$ cat src/rtl/lcd_pkg.sv
// Shared LCD character-path definitions: control characters, line geometry and
// the character-port arbiter state encoding.
package lcd_pkg;

  localparam logic [7:0] NEWLINE        = 8'h0A;
  localparam logic [7:0] BACKSPACE      = 8'h08;
  localparam int         LCD_LINE_CHARS = 16;

  typedef enum logic [1:0] {
    ST_IDLE   = 2'd0,
    ST_GRANT0 = 2'd1,
    ST_GRANT1 = 2'd2
  } arb_state_t;

endpackage

$ cat src/rtl/lcd_release_tracker.sv
// Burst and idle counters for one grant; pulses release on newline, full line
// or idle timeout. Backpressure (stalled) never counts as idle.
module lcd_release_tracker
  import lcd_pkg::*;
#(
  parameter int MAX_BURST    = LCD_LINE_CHARS,
  parameter int IDLE_TIMEOUT = 1000
) (
  input  logic       clock,
  input  logic       reset,
  input  logic       clear,
  input  logic       xfer,
  input  logic       valid,
  input  logic       stalled,
  input  logic [7:0] data,
  output logic       release_pulse
);

  localparam int BW = $clog2(MAX_BURST + 1);
  localparam int IW = $clog2(IDLE_TIMEOUT + 1);
  localparam logic [BW-1:0] BURST_LIMIT = BW'(MAX_BURST);
  localparam logic [IW-1:0] IDLE_LIMIT  = IW'(IDLE_TIMEOUT);

  logic [BW-1:0] burst_cnt_q, burst_cnt_d, burst_next;
  logic [IW-1:0] idle_cnt_q, idle_cnt_d, idle_next;
  logic          idle_cycle;

  always_comb begin
    burst_next    = burst_cnt_q + BW'(1);
    idle_next     = idle_cnt_q + IW'(1);
    idle_cycle    = !valid && !stalled;
    release_pulse = (xfer && (data == NEWLINE))
                  || (xfer && (burst_next == BURST_LIMIT))
                  || (idle_cycle && (idle_next == IDLE_LIMIT));

    burst_cnt_d = burst_cnt_q;
    idle_cnt_d  = idle_cnt_q;
    if (clear || release_pulse) begin
      burst_cnt_d = '0;
      idle_cnt_d  = '0;
    end else if (xfer) begin
      if (burst_cnt_q != BURST_LIMIT) burst_cnt_d = burst_next;
      idle_cnt_d = '0;
    end else if (idle_cycle && (idle_cnt_q != IDLE_LIMIT)) begin
      idle_cnt_d = idle_next;
    end
  end

  always_ff @(posedge clock) begin
    if (reset) begin
      burst_cnt_q <= '0;
      idle_cnt_q  <= '0;
    end else begin
      burst_cnt_q <= burst_cnt_d;
      idle_cnt_q  <= idle_cnt_d;
    end
  end

endmodule

$ cat src/rtl/lcd_char_arbiter.sv
// Round-robin arbiter sharing the LCD FIFO write port between two character
// sources; a grant is held for a line-sized burst, data path is zero latency.
module lcd_char_arbiter
  import lcd_pkg::*;
#(
  parameter int MAX_BURST    = LCD_LINE_CHARS,
  parameter int IDLE_TIMEOUT = 1000
) (
  input  logic       clock,
  input  logic       reset,
  input  logic       req0_valid,
  input  logic [7:0] req0_data,
  output logic       req0_ready,
  input  logic       req1_valid,
  input  logic [7:0] req1_data,
  output logic       req1_ready,
  input  logic       fifo_full,
  output logic       fifo_write,
  output logic [7:0] fifo_wdata,
  output logic [1:0] grant,
  output logic       busy
);

  arb_state_t state_q, state_d;
  logic       ptr_q, ptr_d;
  logic [7:0] wdata_q, wdata_d;
  logic       granted, sel_valid, xfer, stalled, release_pulse;
  logic [7:0] sel_data;

  // Output decode; ready and write are masked by reset combinationally.
  always_comb begin
    granted    = 1'b0;
    grant      = 2'b00;
    sel_valid  = 1'b0;
    sel_data   = 8'h00;
    req0_ready = 1'b0;
    req1_ready = 1'b0;
    case (state_q)
      ST_GRANT0: begin
        granted    = 1'b1;
        grant      = 2'b01;
        sel_valid  = req0_valid;
        sel_data   = req0_data;
        req0_ready = !fifo_full && !reset;
      end
      ST_GRANT1: begin
        granted    = 1'b1;
        grant      = 2'b10;
        sel_valid  = req1_valid;
        sel_data   = req1_data;
        req1_ready = !fifo_full && !reset;
      end
      default: ;
    endcase
    xfer       = sel_valid && !fifo_full && !reset;
    stalled    = sel_valid && fifo_full;
    fifo_write = xfer;
    fifo_wdata = xfer ? sel_data : wdata_q;
    busy       = granted;
  end

  always_comb begin
    state_d = state_q;
    ptr_d   = ptr_q;
    wdata_d = xfer ? sel_data : wdata_q;
    case (state_q)
      ST_IDLE: begin
        if (req0_valid && (!req1_valid || !ptr_q)) state_d = ST_GRANT0;
        else if (req1_valid)                       state_d = ST_GRANT1;
      end
      ST_GRANT0, ST_GRANT1: begin
        if (release_pulse) begin
          state_d = ST_IDLE;
          ptr_d   = (state_q == ST_GRANT0);
        end
      end
      default: state_d = ST_IDLE;
    endcase
  end

  always_ff @(posedge clock) begin
    if (reset) begin
      state_q <= ST_IDLE;
      ptr_q   <= 1'b0;
      wdata_q <= 8'h00;
    end else begin
      state_q <= state_d;
      ptr_q   <= ptr_d;
      wdata_q <= wdata_d;
    end
  end

  lcd_release_tracker #(
    .MAX_BURST   (MAX_BURST),
    .IDLE_TIMEOUT(IDLE_TIMEOUT)
  ) u_tracker (
    .clock        (clock),
    .reset        (reset),
    .clear        (!granted),
    .xfer         (xfer),
    .valid        (sel_valid),
    .stalled      (stalled),
    .data         (sel_data),
    .release_pulse(release_pulse)
  );

endmodule

$ cat config.mk
export PLATFORM = sky130hd
export DESIGN_NAME = lcd_char_arbiter
export DESIGN_NICKNAME = d
export VERILOG_FILES = /design/src/rtl/lcd_pkg.sv /design/src/rtl/lcd_release_tracker.sv /design/src/rtl/lcd_char_arbiter.sv
export SDC_FILE = /design/constraint.sdc
export NUM_CORES = 1
export LEC_CHECK = 0
export CORE_ASPECT_RATIO = 0.75
export CORE_MARGIN = 2
export CORE_UTILIZATION = 35
export DETAILED_ROUTE_END_ITERATION = 6
export PLACE_DENSITY = 0.68
export SYNTH_ARGS = -nofsm -noshare
export SYNTH_HDL_FRONTEND = slang
export SYNTH_SLANG_ARGS = --single-unit
$ cat constraint.sdc
create_clock -name clock -period 2 [get_ports clock]
set_clock_uncertainty 0.2 [all_clocks]
set_input_delay 0.2 -clock clock [delete_from_list [all_inputs] [get_ports clock]]
set_output_delay 0.2 -clock clock [all_outputs]
set_load 0.03 [all_outputs]
==> impl_metrics.yaml <==
synthesis:
  synth_cells: 207
  avgSynthCellArea_sq_um: 8.20
  ys_warn_count: 0
  synth-async-reset-ratio: 0
  synth_ff_type: "dfxtp_1"
  ys_ff_latch: 26
  synth-edff-count: 0
  synth_cell_types: 47
  synth_nets: 239
  netlist_area_sq_um: 1700
  yosysSeqAreaShare: 0.307
timing:
  fin_crit_sh: 1.11
  tns_ns: -5.09
  worst_pin_slew_ns: 0.392
  relSlewSlack: 0.739
  final-hold-violation-count: 0
  rsz0062_at_grt: "true"
  timing.hold.ws_ns: 0.307
  worst_slack_ns: -0.228
  finalSetupViolations: 27
  fmax_mhz: 449
  drv_slew: 0
  period_minus_slack_ns: 2.23
cts:
  ctsHoldBuffers: 0
  clk_latency_ns: 0.28
  path_clk_slew_ns: 0.10
  cts_root_buffer: "clkbuf_8"
  cts_sinks: 26
  cts_buffers: 3
  cts_buffer_depth: 2
  htree_levels: 1
  cts_tree: "yes"
grt:
  grt_max_degree: 17
  antenna_found_initial: 0
  grt_overflow: 0
  grt_pass1_vias: 1649
  grt_usage: 0.179
  grt_pass1_wl_mm: 7.78
floorplanning:
  die_w_um: 84.4
  pin_count: 35
  rows: 21
  core-area_sq_um: 4570
  start_util: 0.371
  dieArea_sq_um: 5430
  die_h_um: 64.3
drt:
  wl_met1_mm: 2.35
  drt-initial-drc-count: 84
  wl_per_cell_um: 13.4
  routed_wl_mm: 4.72
  met2_length_mm: 2.13
  first_pass_iters: 4
  ant_nets: 0
  route.detailed.drc: 0
  highest_layer: "met4"
  route.vias.total: 1752
  vias_per_cell: 4.96
  met3_wirelength_um: 206
power:
  p_leak_nw: 1.14
  p_per_area_nw_per_um2: 528
  irDropWorstVdd_uv: 346
worst_setup_path:
  worstSetupPathType: "reg2reg"
  required_ns: 2.01
  cp_cell_sequence: "inv_4 > buf_6 > ha_4 > nand3_4 > buf_6 > a2111o_1 > a21boi_4 > a31oi_2 > o2bb2ai_1"
  cp_slowest_cell: "dfxtp_4"
  crit_arrival_ns: 2.24
  startpoint_type: "flip-flop"
  path_max_fanout: 5
  setup.worst_path.end_class: "flip-flop"
  critical_path.max_stage_delay_ns: 0.40
  path_common_cell: "buf_6"
placement:
  pre_cts_ws_ns: -0.233
  post-dp-hpwl_mm: 3.37
  io_buffers: 34
  place_congestion: 0.829
cells_and_area:
  diodes: 0
  nFillCells: 373
  finalNetCount: 329
  area_growth_pct: 70.4
  final_common_cell: "buf_4"
  most-common-layout-cells: "buf_4, dfxtp_1, nor2_1, clkdlybuf4s50_1, nand2_1"
  fin_util: 0.632
  drive_above_1_share: 0.392
min_path:
  hold_path.class: "reg2reg"
run:
  max_cap_viol_count: 0
outcome:
  violations: "setup timing"
  status: "finished, violations left"
-- path summary, 6_finish.rpt --
kind                                               from                       to  slack (ns)  depth (start not counted)
worst max-delay path            state_q[0]$_SDFFE_PP0P_  state_q[0]$_SDFFE_PP0P_       -0.23                          9
worst min register to register       ptr_q$_SDFFE_PP0P_       ptr_q$_SDFFE_PP0P_        0.31                          2
worst max register to register  state_q[0]$_SDFFE_PP0P_  state_q[0]$_SDFFE_PP0P_       -0.23                          9
worst min-delay path                 ptr_q$_SDFFE_PP0P_       ptr_q$_SDFFE_PP0P_        0.31                          2
-- registers in the layout, summed over array words and instances (netlist names) --
name and cells:
ptr_q 1, state_q 2, u_tracker.burst_cnt_q 5, u_tracker.idle_cnt_q 10
wdata_q 8
-- routing by layer --
layer,up-vias,global-route usage
li1,911,-
met1,807,0.265
met2,30,0.268
met3,4,0.0401
met4,0,0.0317
met5,-,0
-- final cells by class --
type	count	area [sq um]	area share
flip-flops and latches	26	526	0.182
well taps	57	71.3	0.0247
inverters	12	47.5	0.0164
multi-input cells	163	1350	0.468
clock inverters	1	30.0	0.0104
clock buffers	3	41.3	0.0143
repair buffers	91	822	0.284
-- critical path, delay by kind of cell (launching register included) --
family / cells / cell delay (ns)
AOI/OAI and AO/OA: 4 / 0.81
adders and majority gates: 1 / 0.28
buffers and inverters: 3 / 0.32
DFF: 1 / 0.40
and+or+nand+nor: 1 / 0.14
-- cell families (layout without fill, tap and decap cells) --
kind of cell | after synthesis | after routing | share of synthesized area
muxes | 3 | 3 | 0.0177
xor gates and xnor gates | 16 | 16 | 0.0826
AOI/OAI and AO/OA | 40 | 40 | 0.176
adders and majority gates | 11 | 11 | 0.0811
DFF | 26 | 26 | 0.307
and+or+nand+nor | 92 | 93 | 0.291
buffers and inverters | 19 | 107 | 0.0457
-- synthesized netlist by cell type, types with 2 or more instances --
cell	n	share of area
nand2b_1	4	0.015
nor2_1	27	0.060
and2_1	3	0.011
nand3_1	6	0.018
inv_1	12	0.027
buf_2	2	0.0059
a22oi_1	8	0.035
nand3b_1	2	0.0088
ha_1	11	0.081
a31oi_1	4	0.015
xor2_1	7	0.036
nor2b_1	8	0.029
o21ai_0	9	0.027
and3_1	3	0.011
mux2i_1	3	0.018
clkbuf_1	4	0.0088
xnor2_1	9	0.046
nand2_1	20	0.044
dfxtp_1	26	0.31
a21oi_1	4	0.012
nor3_1	4	0.012
nand4_1	3	0.011
o2bb2ai_1	2	0.010
nor4_1	3	0.011
-- power breakdown --
| group | switching [mW] | internal [mW] |
|---|---|---|
| registers | 0.0143 | 0.530 |
| clock network | 0.173 | 0.268 |
| logic | 0.263 | 0.277 |
-- what timing repair did --
item | 4_1_cts | 5_1_grt
buffers inserted | 7 | 1
pin swaps | 18 | 15
gates resized for setup | 29 | 23
setup endpoints to repair | 29 | 27
gates cloned | 1 | 0
-- metrics by stage --
stage / total power, mW / cells / instance area, sq um
after floorplan: 0.765 / 207 / 1800
after global placement: 0.964 / 340 / 2520
after detailed placement: 0.968 / 340 / 2520
after CTS: 1.48 / 352 / 2770
after global routing: 1.60 / 353 / 2890
final: 1.53 / 353 / 2890
No activity file was read; power rests on OpenSTA's default activity.
